<file path="src/rtl/wbuf_pkg.sv">
// Shared types for the data-memory write buffer: line geometry, drain FSM states, entry layout.
package wbuf_pkg;
  localparam int ADDR_W = 28;
  localparam int LINE_W = 128;

  typedef enum logic [1:0] {
    ST_IDLE = 2'd0,
    ST_WR   = 2'd1,
    ST_RD   = 2'd2,
    ST_RESP = 2'd3
  } state_t;

  typedef struct packed {
    logic              valid;
    logic [ADDR_W-1:0] addr;
    logic [LINE_W-1:0] data;
  } entry_t;
endpackage

</file>
<file path="src/rtl/wbuf_match.sv">
// Address compare across all buffer entries. The youngest-hit search (oldest-to-youngest
// walk from head) exists only when WBUF_FWD_EN is defined.
module wbuf_match
  import wbuf_pkg::*;
#(
  parameter int DEPTH = 4,
  parameter int IDX_W = $clog2(DEPTH)
) (
  input  logic [DEPTH-1:0]  valid,
  input  logic [ADDR_W-1:0] addr [DEPTH],
  input  logic [ADDR_W-1:0] key,
  input  logic              excl_en,
  input  logic [IDX_W-1:0]  excl_idx,
  output logic              hit,
  output logic [IDX_W-1:0]  hit_idx
`ifdef WBUF_FWD_EN
  ,
  input  logic [IDX_W-1:0]  head,
  output logic              young_hit,
  output logic [IDX_W-1:0]  young_idx
`endif
);
  logic [DEPTH-1:0] match;

  // Raw per-entry address match
  always_comb begin
    match = '0;
    for (int i = 0; i < DEPTH; i++) begin
      match[i] = valid[i] && (addr[i] == key);
    end
  end

  // Coalesce target: the entry in flight to memory must never be rewritten
  always_comb begin
    hit     = 1'b0;
    hit_idx = '0;
    for (int i = 0; i < DEPTH; i++) begin
      hit_idx = (match[i] && !(excl_en && (excl_idx == IDX_W'(i)))) ? IDX_W'(i) : hit_idx;
      hit     = hit | (match[i] && !(excl_en && (excl_idx == IDX_W'(i))));
    end
  end

`ifdef WBUF_FWD_EN
  logic [IDX_W-1:0] pos;

  // Walk from head towards tail so the last match seen is the youngest
  always_comb begin
    young_hit = 1'b0;
    young_idx = '0;
    pos       = '0;
    for (int k = 0; k < DEPTH; k++) begin
      pos       = head + IDX_W'(k);
      young_idx = match[pos] ? pos : young_idx;
      young_hit = young_hit | match[pos];
    end
  end
`endif
endmodule

</file>
<file path="src/rtl/dmem_write_buffer.sv">
// Line write buffer between the data cache and slow memory, drained by a small FSM.
// Define WBUF_FWD_EN to forward buffered lines to reads and let misses bypass the buffer.
module dmem_write_buffer
  import wbuf_pkg::*;
#(
  parameter int DEPTH = 4
) (
  input  logic              clk,
  input  logic              rst_n,
  input  logic              proc_read,
  input  logic              proc_write,
  input  logic [ADDR_W-1:0] proc_addr,
  input  logic [LINE_W-1:0] proc_wdata,
  output logic [LINE_W-1:0] proc_rdata,
  output logic              proc_ready,
  output logic              mem_read,
  output logic              mem_write,
  output logic [ADDR_W-1:0] mem_addr,
  output logic [LINE_W-1:0] mem_wdata,
  input  logic [LINE_W-1:0] mem_rdata,
  input  logic              mem_ready
);
  localparam int IDX_W = $clog2(DEPTH);
  localparam int CNT_W = $clog2(DEPTH + 1);

  entry_t            ent [DEPTH];
  logic [DEPTH-1:0]  ent_valid;
  logic [ADDR_W-1:0] ent_addr [DEPTH];
  logic [IDX_W-1:0]  head, tail, hit_idx;
  logic [CNT_W-1:0]  count;
  state_t            state, state_nxt;
  logic full, empty, wr_req, rd_req, rd_elig, hit, coalesce, enq, pop, rd_done;
  logic go_wr, go_rd, excl_en, ack;

  for (genvar g = 0; g < DEPTH; g++) begin : g_flat
    assign ent_valid[g] = ent[g].valid;
    assign ent_addr[g]  = ent[g].addr;
  end

  // A request still high during its own proc_ready cycle is already served
  assign full     = (count == CNT_W'(DEPTH));
  assign empty    = (count == '0);
  assign wr_req   = proc_write && !proc_ready;
  assign rd_req   = proc_read && !proc_write && !proc_ready;
  assign coalesce = wr_req && hit;
  assign enq      = wr_req && !hit && !full;
  assign pop      = (state == ST_WR) && mem_ready;
  assign rd_done  = (state == ST_RD) && mem_ready;
  assign go_wr    = (state == ST_IDLE) && (state_nxt == ST_WR);
  assign go_rd    = (state == ST_IDLE) && (state_nxt == ST_RD);
  assign excl_en  = (state == ST_WR) || go_wr;

`ifdef WBUF_FWD_EN
  logic             young_hit, fwd;
  logic [IDX_W-1:0] young_idx;

  assign fwd     = rd_req && young_hit;
  assign rd_elig = rd_req && !young_hit;
  assign ack     = coalesce || enq || fwd || rd_done;

  wbuf_match #(.DEPTH(DEPTH)) u_match (
    .valid(ent_valid), .addr(ent_addr), .key(proc_addr), .excl_en(excl_en), .excl_idx(head),
    .hit(hit), .hit_idx(hit_idx), .head(head), .young_hit(young_hit), .young_idx(young_idx)
  );
`else
  assign rd_elig = rd_req && empty;
  assign ack     = coalesce || enq || rd_done;

  wbuf_match #(.DEPTH(DEPTH)) u_match (
    .valid(ent_valid), .addr(ent_addr), .key(proc_addr), .excl_en(excl_en), .excl_idx(head),
    .hit(hit), .hit_idx(hit_idx)
  );
`endif

  // Drain FSM state register
  always_ff @(posedge clk or negedge rst_n) begin
    if (!rst_n) state <= ST_IDLE;
    else        state <= state_nxt;
  end

  // Drain FSM next state: reads win over draining
  always_comb begin
    state_nxt = state;
    case (state)
      ST_IDLE: begin
        if (rd_elig)     state_nxt = ST_RD;
        else if (!empty) state_nxt = ST_WR;
        else             state_nxt = ST_IDLE;
      end
      ST_WR:   state_nxt = mem_ready ? ST_IDLE : ST_WR;
      ST_RD:   state_nxt = mem_ready ? ST_RESP : ST_RD;
      ST_RESP: state_nxt = ST_IDLE;
      default: state_nxt = ST_IDLE;
    endcase
  end

  // Circular FIFO storage, pointers and occupancy
  always_ff @(posedge clk or negedge rst_n) begin
    if (!rst_n) begin
      for (int i = 0; i < DEPTH; i++) ent[i] <= '0;
      head  <= '0;
      tail  <= '0;
      count <= '0;
    end else begin
      if (pop) begin
        ent[head].valid <= 1'b0;
        head            <= head + IDX_W'(1);
      end
      if (enq) begin
        ent[tail] <= '{valid: 1'b1, addr: proc_addr, data: proc_wdata};
        tail      <= tail + IDX_W'(1);
      end else if (coalesce) begin
        ent[hit_idx].data <= proc_wdata;
      end
      case ({enq, pop})
        2'b10:   count <= count + CNT_W'(1);
        2'b01:   count <= count - CNT_W'(1);
        default: count <= count;
      endcase
    end
  end

  // Registered processor- and memory-side outputs
  always_ff @(posedge clk or negedge rst_n) begin
    if (!rst_n) begin
      proc_ready <= 1'b0;
      proc_rdata <= '0;
      mem_read   <= 1'b0;
      mem_write  <= 1'b0;
      mem_addr   <= '0;
      mem_wdata  <= '0;
    end else begin
      proc_ready <= ack;
      if (rd_done) proc_rdata <= mem_rdata;
`ifdef WBUF_FWD_EN
      else if (fwd) proc_rdata <= ent[young_idx].data;
`endif
      if (go_wr) begin
        mem_write <= 1'b1;
        mem_addr  <= ent[head].addr;
        mem_wdata <= ent[head].data;
      end else if (pop) begin
        mem_write <= 1'b0;
      end
      if (go_rd) begin
        mem_read <= 1'b1;
        mem_addr <= proc_addr;
      end else if (rd_done) begin
        mem_read <= 1'b0;
      end
    end
  end
endmodule
</file>
<file path="config.mk">
export PLATFORM = sky130hd
export DESIGN_NAME = dmem_write_buffer
export DESIGN_NICKNAME = d
export VERILOG_FILES = /design/src/rtl/wbuf_pkg.sv /design/src/rtl/wbuf_match.sv /design/src/rtl/dmem_write_buffer.sv
export SDC_FILE = /design/constraint.sdc
export NUM_CORES = 1
export LEC_CHECK = 0
export BUFFER_PORTS_ARGS = -buffer_cell sky130_fd_sc_hd__buf_2
export CORE_ASPECT_RATIO = 1.1
export CORE_MARGIN = 4
export CORE_UTILIZATION = 46
export DETAILED_ROUTE_END_ITERATION = 16
export PLACE_DENSITY = 0.7
export SYNTH_ARGS = -nofsm -noshare
export SYNTH_HDL_FRONTEND = slang
export SYNTH_HIERARCHICAL = 1
export SYNTH_SLANG_ARGS = --single-unit
</file>
<file path="constraint.sdc">
create_clock -name clk -period 4.25 [get_ports clk]
set_input_delay 0.6375 -clock clk [delete_from_list [all_inputs] [get_ports clk]]
set_output_delay 0.6375 -clock clk [all_outputs]
set_load 0.02 [all_outputs]
</file>
; ---- Yosys cells after proc, flatten, opt, wreduce, memory -nomap -nowiden
; Cells that the tools add are included.
[op_classes]
add_sub_neg = 4
order_cmp = 6
n_bitwise = 6
n_reduce_logical = 44
muxes = 30
n_eq_ne = 15
[op_table]
columns = op, n
row1 = 628-bit bitwise mux, 3
row2 = 628-bit two-way mux, 3
row3 = 157-bit demux with 2-bit select, 3
row4 = 157-bit binary-select mux with 2-bit select, 1
row5 = 157-bit two-way mux, 2
row6 = 156-bit two-way mux, 2
row7 = 128-bit two-way mux, 1
row8 = 28-bit == test, 4
row9 = 28-bit two-way mux, 2
row10 = 1-bit logical AND, 26
row11 = "2-bit == test, second input constant", 6
row12 = "3-bit >= comparator, second input constant", 3
row13 = "3-bit by 1-bit less-than comparator with 1-bit output, second input constant", 3
row14 = 2-bit inverter with 3-bit output, 3
row15 = "2-bit by 1-bit == test with 1-bit output, second input constant", 4
row16 = 1-bit zero test, 8
row17 = 1-bit two-way mux, 8
row18 = 2-bit one-hot mux with 4 select lines, 1
row19 = 2-bit nonzero test, 4
row20 = 2-bit two-way mux, 3
row21 = 3-bit one-hot mux with 2 select lines, 1
row22 = "2-bit by 1-bit adder with 2-bit output, second input constant", 2
row23 = 2-bit zero test, 2
row24 = "3-bit by 1-bit adder with 3-bit output, second input constant", 1
row25 = other kinds (5), 9
[word_totals]
output_inout_bits = 287
register_bits = 924

; ---- Depth between registers and ports, before layout
; Gate-level depths: netlist of run 1.
[logic_depth]
ltp_word = 23
ltp_mapped = 19

; ---- Cells and area by module
; The synthesis of run 1 kept the hierarchy.
[modules_own_cells]
columns = mod, cells_each, instances, area_each_um2, seq_area_each_um2
row1 = dmem_write_buffer, 2237, 1, 40958.0, 23122.2
row2 = wbuf_match, 168, 1, 1363.8, 0.0

; ---- Worst setup path before layout of run 1
; Ideal clock, no wire load.
[synth_timing]
kind = reg2reg
from = register count[0]
to = register count[2]
path_slack_ns = 0.557
arrival_ns = 3.614
t_required_ns = 4.171
stages_incl_launch_ff = 20
n_path_buf = 3
setup_ns = 0.079
period_less_slack_ns = 3.693
cell_sequence = dfrtp_1 -> or3_1 -> buf_2 -> nand2_1 -> buf_2 -> buf_4 -> nand2_1 -> nand2b_1 -> o21ai_1 -> nor4_1 -> nand4_1 -> o2111ai_1 -> nor3b_4 -> nand2_1 -> ha_1 -> inv_1 -> fa_1 -> xor2_1 -> nor2_1 -> xor2_1
[synth_via]
elab_chain_cells = 18
elab_cells_between_ends = 34
classes_between = 2 x add/sub / 4 x eq/ne / 4 x mux / 3 x bitwise / 21 x reduce/logical
[synth_lines]
columns = element, line
row1 = from (decl), dmem_write_buffer.sv:30  ; logic [CNT_W-1:0] count;
row2 = from (signal assigned), dmem_write_buffer.sv:116  ; 2'b10: count <= count + CNT_W'(1);
row3 = from (signal assigned), dmem_write_buffer.sv:117  ; 2'b01: count <= count - CNT_W'(1);
row4 = from (signal assigned), dmem_write_buffer.sv:118  ; default: count <= count;
row5 = 3-bit zero test *, dmem_write_buffer.sv:42  ; assign empty = (count == '0);
row6 = 1-bit two-way mux or 1-bit logical AND (tied branches), "dmem_write_buffer.sv:87, dmem_write_buffer.sv:66"
row7 = 2-bit two-way mux *, dmem_write_buffer.sv:86  ; if (rd_elig) state_nxt = ST_RD;
row8 = 2-bit one-hot mux with 4 select lines *, dmem_write_buffer.sv:84  ; case (state)
row9 = 2-bit by 1-bit == test with 1-bit output *, dmem_write_buffer.sv:49  ; assign go_wr = (state == ST_IDLE) && (state_nxt == ST_WR);
row10 = 1-bit logical AND *, dmem_write_buffer.sv:49
row11 = 1-bit logical OR *, dmem_write_buffer.sv:51  ; assign excl_en = (state == ST_WR) || go_wr;
row12 = via excl_en, dmem_write_buffer.sv:33  ; logic go_wr, go_rd, excl_en, ack;
row13 = [2 not listed], --
row14 = 1-bit logical AND, wbuf_match.sv:39  ; hit = hit | (match[i] && !(excl_en && (excl_idx == IDX_W'(i))));
row15 = 1-bit OR (2 in series), wbuf_match.sv:39
row16 = 1-bit OR *, wbuf_match.sv:39
row17 = via hit, dmem_write_buffer.sv:32  ; logic full, empty, wr_req, rd_req, rd_elig, hit, coalesce, enq, pop, rd_done;
row18 = 1-bit zero test *, dmem_write_buffer.sv:46  ; assign enq = wr_req && !hit && !full;
row19 = 1-bit logical AND * (2 in series), dmem_write_buffer.sv:46
row20 = 2-bit by 1-bit == test with 1-bit output or 2-bit == test (tied branches), dmem_write_buffer.sv:115  ; case ({enq, pop})
row21 = 3-bit one-hot mux with 2 select lines or 2-bit nonzero test (tied branches), --
; Mark *: on every way through the listed nets, which the timed path passes. The rest lies on a longest branch.
; A chain may end at the register's enable or synchronous reset.

; ---- Worst setup path in the final report of run 1
[layout_timing]
from = register count[0]
to = register ent[489] in the netlist's numbering
[layout_via]
elab_cells_between_ends = 41
classes_between = 2 x order compare / 2 x eq/ne / 11 x mux / 4 x bitwise / 22 x reduce/logical
[layout_rtl]
columns = element, line
row1 = 3-bit zero test *, dmem_write_buffer.sv:42
row2 = 1-bit two-way mux or 1-bit logical AND (tied branches), "dmem_write_buffer.sv:87, dmem_write_buffer.sv:66"
row3 = 2-bit two-way mux *, dmem_write_buffer.sv:86
row4 = 2-bit one-hot mux with 4 select lines *, dmem_write_buffer.sv:84
row5 = 2-bit by 1-bit == test with 1-bit output *, dmem_write_buffer.sv:49
row6 = 1-bit logical AND *, dmem_write_buffer.sv:49
row7 = 1-bit logical OR *, dmem_write_buffer.sv:51
row8 = via excl_en, dmem_write_buffer.sv:33
row9 = "1-bit logical AND, on equally long branches", --
row10 = "1-bit zero test, on equally long branches", --
row11 = 1-bit logical AND, wbuf_match.sv:39
row12 = 1-bit OR (2 in series), wbuf_match.sv:39
row13 = 1-bit OR *, wbuf_match.sv:39
row14 = via hit, dmem_write_buffer.sv:32
row15 = 1-bit zero test, dmem_write_buffer.sv:46
row16 = 1-bit logical AND (2 in series), dmem_write_buffer.sv:46
row17 = 628-bit two-way mux *, dmem_write_buffer.sv:109  ; if (enq) begin
row18 = "to (signal, indexed assignment)", dmem_write_buffer.sv:110  ; ent[tail] <= '{valid: 1'b1, addr: proc_addr, data: proc_wdata};
row19 = to (decl), dmem_write_buffer.sv:26  ; entry_t ent [DEPTH];
; Marked as above.

==> flow_metrics.py, run 1 <==
metrics = {
    "floorplanning": {
        "die_x_um": 297,
        "io_pins": 576,
        "core-area_um2": 91100,
        "rows": 116,
        "die-height_um": 326,
        "initial_utilization_pct": 46.4,
        "dieArea_um2": 96900,
    },
    "worst_setup_path": {
        "critical_path_class": "register to register",
        "worstPathArrival_ps": 4490,
        "cp.required_ps": 4790,
        "critPathCaptureType": "register",
        "start_kind": "register",
        "path_max_fanout": 29,
    },
    "synthesis": {
        "synth_warnings": 6,
        "synth_top_area_cell": "dfrtp_1",
        "syn_inst": 2405,
        "synth_seq_cells": 924,
        "synth-edff-count": 0,
        "synth_fp_nets": 2704,
        "ys_seq_area_share_pct": 54.6,
        "postSynthAreaPerCell_um2": 17.6,
        "async_reset_ff_share_pct": 100,
        "ys_types": 50,
        "yosys-top-cells-area": "dfrtp_1 55%, mux2_4 17%, mux2_2 11%",
        "syn_area_um2": 42300,
        "netlist.area_leader.share_pct": 54.6,
        "ys.flop_type": "dfrtp_1",
    },
    "finish": {
        "fin_nets": 3305,
        "mostFrequentLayoutCells": "922 x dfrtp_1, 574 x buf_2, 471 x mux2_4",
        "layout.cells.non_filler": 4294,
        "final_util_pct": 54.2,
        "synthToLayoutAreaGrowth_pct": 16.7,
        "layout_commonest_cell": "dfrtp_1",
        "nFillCells": 7320,
        "fin_area_um2": 49400,
        "drive_above_1_share_pct": 61.0,
    },
    "placement": {
        "placed_cell_area_um2": 46000,
        "dp_cells": 4085,
        "hpwlAfterDp_mm": 74.6,
        "portBuffers": 575,
        "gp_congestion": 0.893,
    },
    "sta": {
        "rsz0062_at_grt": "no",
        "worstMarginPinSlew_ps": 1100,
        "finalCritPeriodShare_pct": 92.8,
        "finalHoldViolCount": 0,
        "skew_ps": 27.3,
        "fmax_ghz": 0.254,
        "fin_crit_ps": 3940,
        "slew_violations": 0,
        "setup_viol": 0,
        "slew_headroom_pct": 26.5,
        "setup_tns_ps": 0,
    },
    "clock_network": {
        "cts_tree": "yes",
        "clock_path_buffers": 3,
        "htree_num_levels": 3,
        "cts_buffers": 99,
        "cts.sinks": 924,
        "holdBufCountCts": 0,
        "path_clk_slew_ps": 60,
        "insertion_delay_ps": 670,
        "cts_root_buf": "clkbuf_16",
    },
    "grt": {
        "grt_use_total_pct": 22.4,
        "grt_max_degree": 131,
        "antenna_found_initial": 44,
        "overflow": 0,
        "grt_pass1_wl_mm": 168,
        "grt_pass1_vias": 26188,
    },
    "route": {
        "via_count": 23504,
        "drt_iter0_drc": 1313,
        "drt_pass1_iterations": 5,
        "ant_nets": 0,
        "vias_per_cell": 5.47,
        "routedWlPerCell_um": 25.4,
        "wirelength_mm": 109,
        "drc": 0,
    },
    "power": {
        "ir_drop_mv": 0.555,
        "total_power_mw": 41.1,
        "p_per_area_nw_per_um2": 831,
        "leakagePower_nw": 24.1,
    },
    "outcome": {
        "outcome": "completed",
    },
    "job": {
        "drv_cap": 0,
    },
    "min_path": {
        "hp-class": "input port to asynchronous set/reset pin",
    },
}
## layer usage
metal  global-route usage (%)  vias up  share of wire (%)
li1                         -    10110                  -
met1                     30.3    12479                 42
met2                     35.1      678                 48
met3                     5.73      209                6.9
met4                     8.46       28                3.3
met5                        0        -               0.17
## report_power, final
part / internal (mW) / total, mW / switching, mW
logic: 9.78 / 16.7 / 6.95
registers: 13.0 / 15.7 / 2.69
clock network: 5.03 / 8.66 / 3.64
total: 27.8 / 41.1 / 13.3
## final timing paths
check                               from  depth (start not counted)  slack, ps              to
hold reg to reg                mem_write                          2        480       mem_write
setup reg to reg                count[0]                         13        310        ent[489]
setup / recovery                count[0]                         13        310        ent[489]
min in group clk           mem_rdata[56]                          2        190  proc_rdata[56]
hold / removal                     rst_n                          1        110        ent[508]
max in group asynchronous          rst_n                          3       2830        ent[170]
## Yosys cell counts, drive strengths merged (3+ instances only)
cell / instances
nor2: 7
and3: 7
nand4: 20
buf: 120
inv: 13
o21ai: 8
xnor2: 74
clkbuf: 27
nor4: 13
mux4: 156
or3: 23
mux2: 882
nand2: 17
ha: 9
o221a: 21
xor2: 43
dfrtp: 924
a221o: 7
nor3: 3
a32oi: 4
nand3: 4
## cell type report
cell class / count / area, um^2 / share of cell area (%)
sequential: 924 / 23100 / 46.8
multi-input combinational: 1321 / 17600 / 35.6
timing repair buffer: 647 / 3800 / 7.70
clock buffer: 148 / 2880 / 5.83
tap: 1180 / 1480 / 2.99
clock inverter: 38 / 413 / 0.836
antenna: 23 / 57.6 / 0.116
inverter: 13 / 48.8 / 0.0988
## registers in the layout (all words and copies together) (netlist names), 2 cells and up
signal,flops
count,3
ent,628
head,2
mem_addr,28
mem_wdata,128
proc_rdata,128
state,2
tail,2
## timing repair
action                     in CTS  in global routing
setup endpoints to repair       0                145
buffers inserted                0                  0
resized for setup               0                  1
## logic make-up after synthesis
| kind of cell | Yosys count | synth area share, % |
|---|---|---|
| AO/OA/AOI/OAI | 47 | 1.21 |
| AND/OR/NAND/NOR | 108 | 1.57 |
| adder cells (fa/ha/maj) | 10 | 0.313 |
| buffers and inverters | 160 | 3.85 |
| flip-flops | 924 | 54.6 |
| XOR/XNOR | 117 | 2.46 |
| multiplexers | 1039 | 36.0 |
## critical path, cell delays in order, from the launching register on
cell and delay [ps]:
dfrtp_1 440, or3_1 590, nand2_4 150, nand2_1 90
nand2b_1 100, o21ai_1 60, nor4_1 340, nand4_1 180
o2111ai_2 380, nor3b_4 170, a32oi_4 350, buf_12 310
buf_4 310, mux2_4 320
## metrics by stage
stage                     worst slack, ps  hold WS, ps
after global placement                264          462
after global routing                 74.0          150
after CTS                             156          103
after detailed placement              192          476
final                                 307          115
after floorplan                       557          342
Note: power is estimated with default switching activity, not from simulation.
==> inputs of run 2 (changes only) <==
--- a/config.mk
+++ b/config.mk
@@ -6,11 +6,13 @@
 export NUM_CORES = 1
 export LEC_CHECK = 0
 export BUFFER_PORTS_ARGS = -buffer_cell sky130_fd_sc_hd__buf_2
+export CELL_PAD_IN_SITES_DETAIL_PLACEMENT = 0
+export CELL_PAD_IN_SITES_GLOBAL_PLACEMENT = 1
 export CORE_ASPECT_RATIO = 1.1
 export CORE_MARGIN = 4
 export CORE_UTILIZATION = 46
 export DETAILED_ROUTE_END_ITERATION = 16
-export PLACE_DENSITY = 0.7
+export PLACE_DENSITY = 0.8
 export SYNTH_ARGS = -nofsm -noshare
 export SYNTH_HDL_FRONTEND = slang
 export SYNTH_HIERARCHICAL = 1
==> run 2 against run 1 <==
Count of clock-buffer cells in the layout shrank 7. Sequential power hardly changed. Wire length increased by 0.13%. Clock skew grew 1.4 ps. Final cell count increased by 0.51%. Combinational power hardly changed. Power rose by 1.3%. Largest power group unchanged. Non-clock buffer count rose by 12.
==> flow_metrics.py, run 2 (synthesis gave the netlist of run 1 again) <==
metrics = {
    "power": {
        "ir_drop_mv": 0.605,
        "leakagePower_nw": 24.3,
        "p_per_area_nw_per_um2": 835,
    },
    "worst_setup_path": {
        "cp.required_ps": 4790,
        "path_max_fanout": 21,
        "critical_path_class": "register to register",
        "worstPathArrival_ps": 4500,
        "start_kind": "register",
        "critPathCaptureType": "register",
    },
    "sta": {
        "finalCritPeriodShare_pct": 93.3,
        "finalHoldViolCount": 0,
        "skew_ps": 28.7,
        "setup_viol": 0,
        "fmax_ghz": 0.252,
        "slew_headroom_pct": 24.4,
        "fin_crit_ps": 3970,
        "slew_violations": 0,
        "worstMarginPinSlew_ps": 1130,
        "rsz0062_at_grt": "no",
        "setup_tns_ps": 0,
    },
    "outcome": {
        "outcome": "completed",
    },
    "finish": {
        "max_flop_register": "ent",
        "largest_register_ffs": 628,
        "nFillCells": 7297,
        "mostFrequentLayoutCells": "922 x dfrtp_1, 574 x buf_2, 471 x mux2_4",
        "regArea_um2": 23100,
        "layout.cells.non_filler": 4316,
        "top_regs": "ent (628), mem_wdata (128), proc_rdata (128)",
        "fin_nets": 3318,
        "layout_commonest_cell": "dfrtp_1",
        "multi_input_area_um2": 17600,
        "drive_above_1_share_pct": 61.5,
        "synthToLayoutAreaGrowth_pct": 17.7,
    },
    "route": {
        "ant_nets": 0,
        "vias_per_cell": 5.46,
        "via_count": 23549,
        "drt_iter0_drc": 1270,
        "wirelength_mm": 109,
        "drc": 0,
        "routedWlPerCell_um": 25.3,
        "drt_pass1_iterations": 5,
    },
    "clock_network": {
        "cts_buffers": 100,
        "cts_resized": 0,
        "htree_num_levels": 3,
        "cts_tree": "yes",
        "cts.sinks": 924,
        "cts_root_buf": "clkbuf_16",
        "holdBufCountCts": 0,
        "clock_path_buffers": 3,
        "insertion_delay_ps": 670,
        "path_clk_slew_ps": 60,
        "post_cts_buffers": 0,
    },
    "floorplanning": {
        "initial_utilization_pct": 46.4,
        "dieArea_um2": 96900,
        "die_x_um": 297,
        "io_pins": 576,
        "die-height_um": 326,
        "rows": 116,
        "core-area_um2": 91100,
    },
    "placement": {
        "portBuffers": 575,
        "dp_cells": 4097,
        "hpwlAfterDp_mm": 74.8,
        "gp_congestion": 0.939,
    },
    "grt": {
        "grt_max_degree": 131,
        "grt_pass1_wl_mm": 166,
        "antenna_found_initial": 42,
        "grt_pass1_vias": 25907,
        "grt_use_total_pct": 22.2,
        "overflow": 0,
    },
    "job": {
        "drv_cap": 0,
    },
    "min_path": {
        "hp-class": "input port to asynchronous set/reset pin",
    },
}
## run 2: worst paths after layout
| check | startpoint | endpoint | slack, ps | cells past startpoint |
|---|---|---|---|---|
| max in group asynchronous | rst_n | head[1] | 2910 | 2 |
| worst max-delay path | count[0] | ent[474] | 280 | 13 |
| worst min register to register | mem_write | mem_write | 480 | 2 |
| min in group clk | mem_rdata[108] | proc_rdata[108] | 200 | 2 |
| worst max register to register | count[0] | ent[474] | 280 | 13 |
| worst min-delay path | rst_n | mem_wdata[92] | 20 | 1 |
## run 2: where the power goes
| part | leakage [nW] | switching, mW | internal [mW] |
|---|---|---|---|
| Sequential | 11.3 | 2.69 | 13.0 |
| Clock | 1.74 | 3.69 | 5.50 |
| Combinational | 11.3 | 6.94 | 9.81 |
## run 2: final cells by class
| type | count | share of cell area [%] |
|---|---|---|
| repair buffers | 659 | 7.97 |
| well taps | 1180 | 2.96 |
| flip-flops and latches | 924 | 46.4 |
| clock buffers | 141 | 5.88 |
| inverters | 13 | 0.0980 |
| diodes | 33 | 0.166 |
| multi-input cells | 1321 | 35.3 |
| clock inverters | 45 | 1.18 |
## run 2: metrics by stage
step	hold slack [ps]	power, mW	setup slack, ps	instance area, um^2	utilization (%)
floorplan	342	28.1	557	42300	-
finish	19.2	41.6	283	49800	54.7
global route	52.8	43.7	78.9	49800	54.6
detailed placement	468	32.6	309	46200	50.7
global placement	470	31.9	251	46200	50.7
CTS	23.1	42.0	316	49700	54.6
## run 2: critical path: stages (launching register included)
cell	delay [ps]
dfrtp_1	450
or3_1	460
nand2_4	100
nand2_1	80
nand2b_1	100
o21ai_1	80
nor4_1	380
nand4_1	180
o2111ai_1	530
nor3b_4	200
a32oi_4	370
buf_12	240
buf_4	270
mux2_2	360
## run 2: per-layer routing
| metal | track usage, % | vias to the layer above | part of all wire [%] |
|---|---|---|---|
| met5 | 0 | - | 0.093 |
| met4 | 7.66 | 16 | 2.6 |
| met3 | 6.25 | 175 | 6.9 |
| met2 | 35.0 | 641 | 48 |
| met1 | 29.8 | 12595 | 42 |
| li1 | - | 10122 | - |
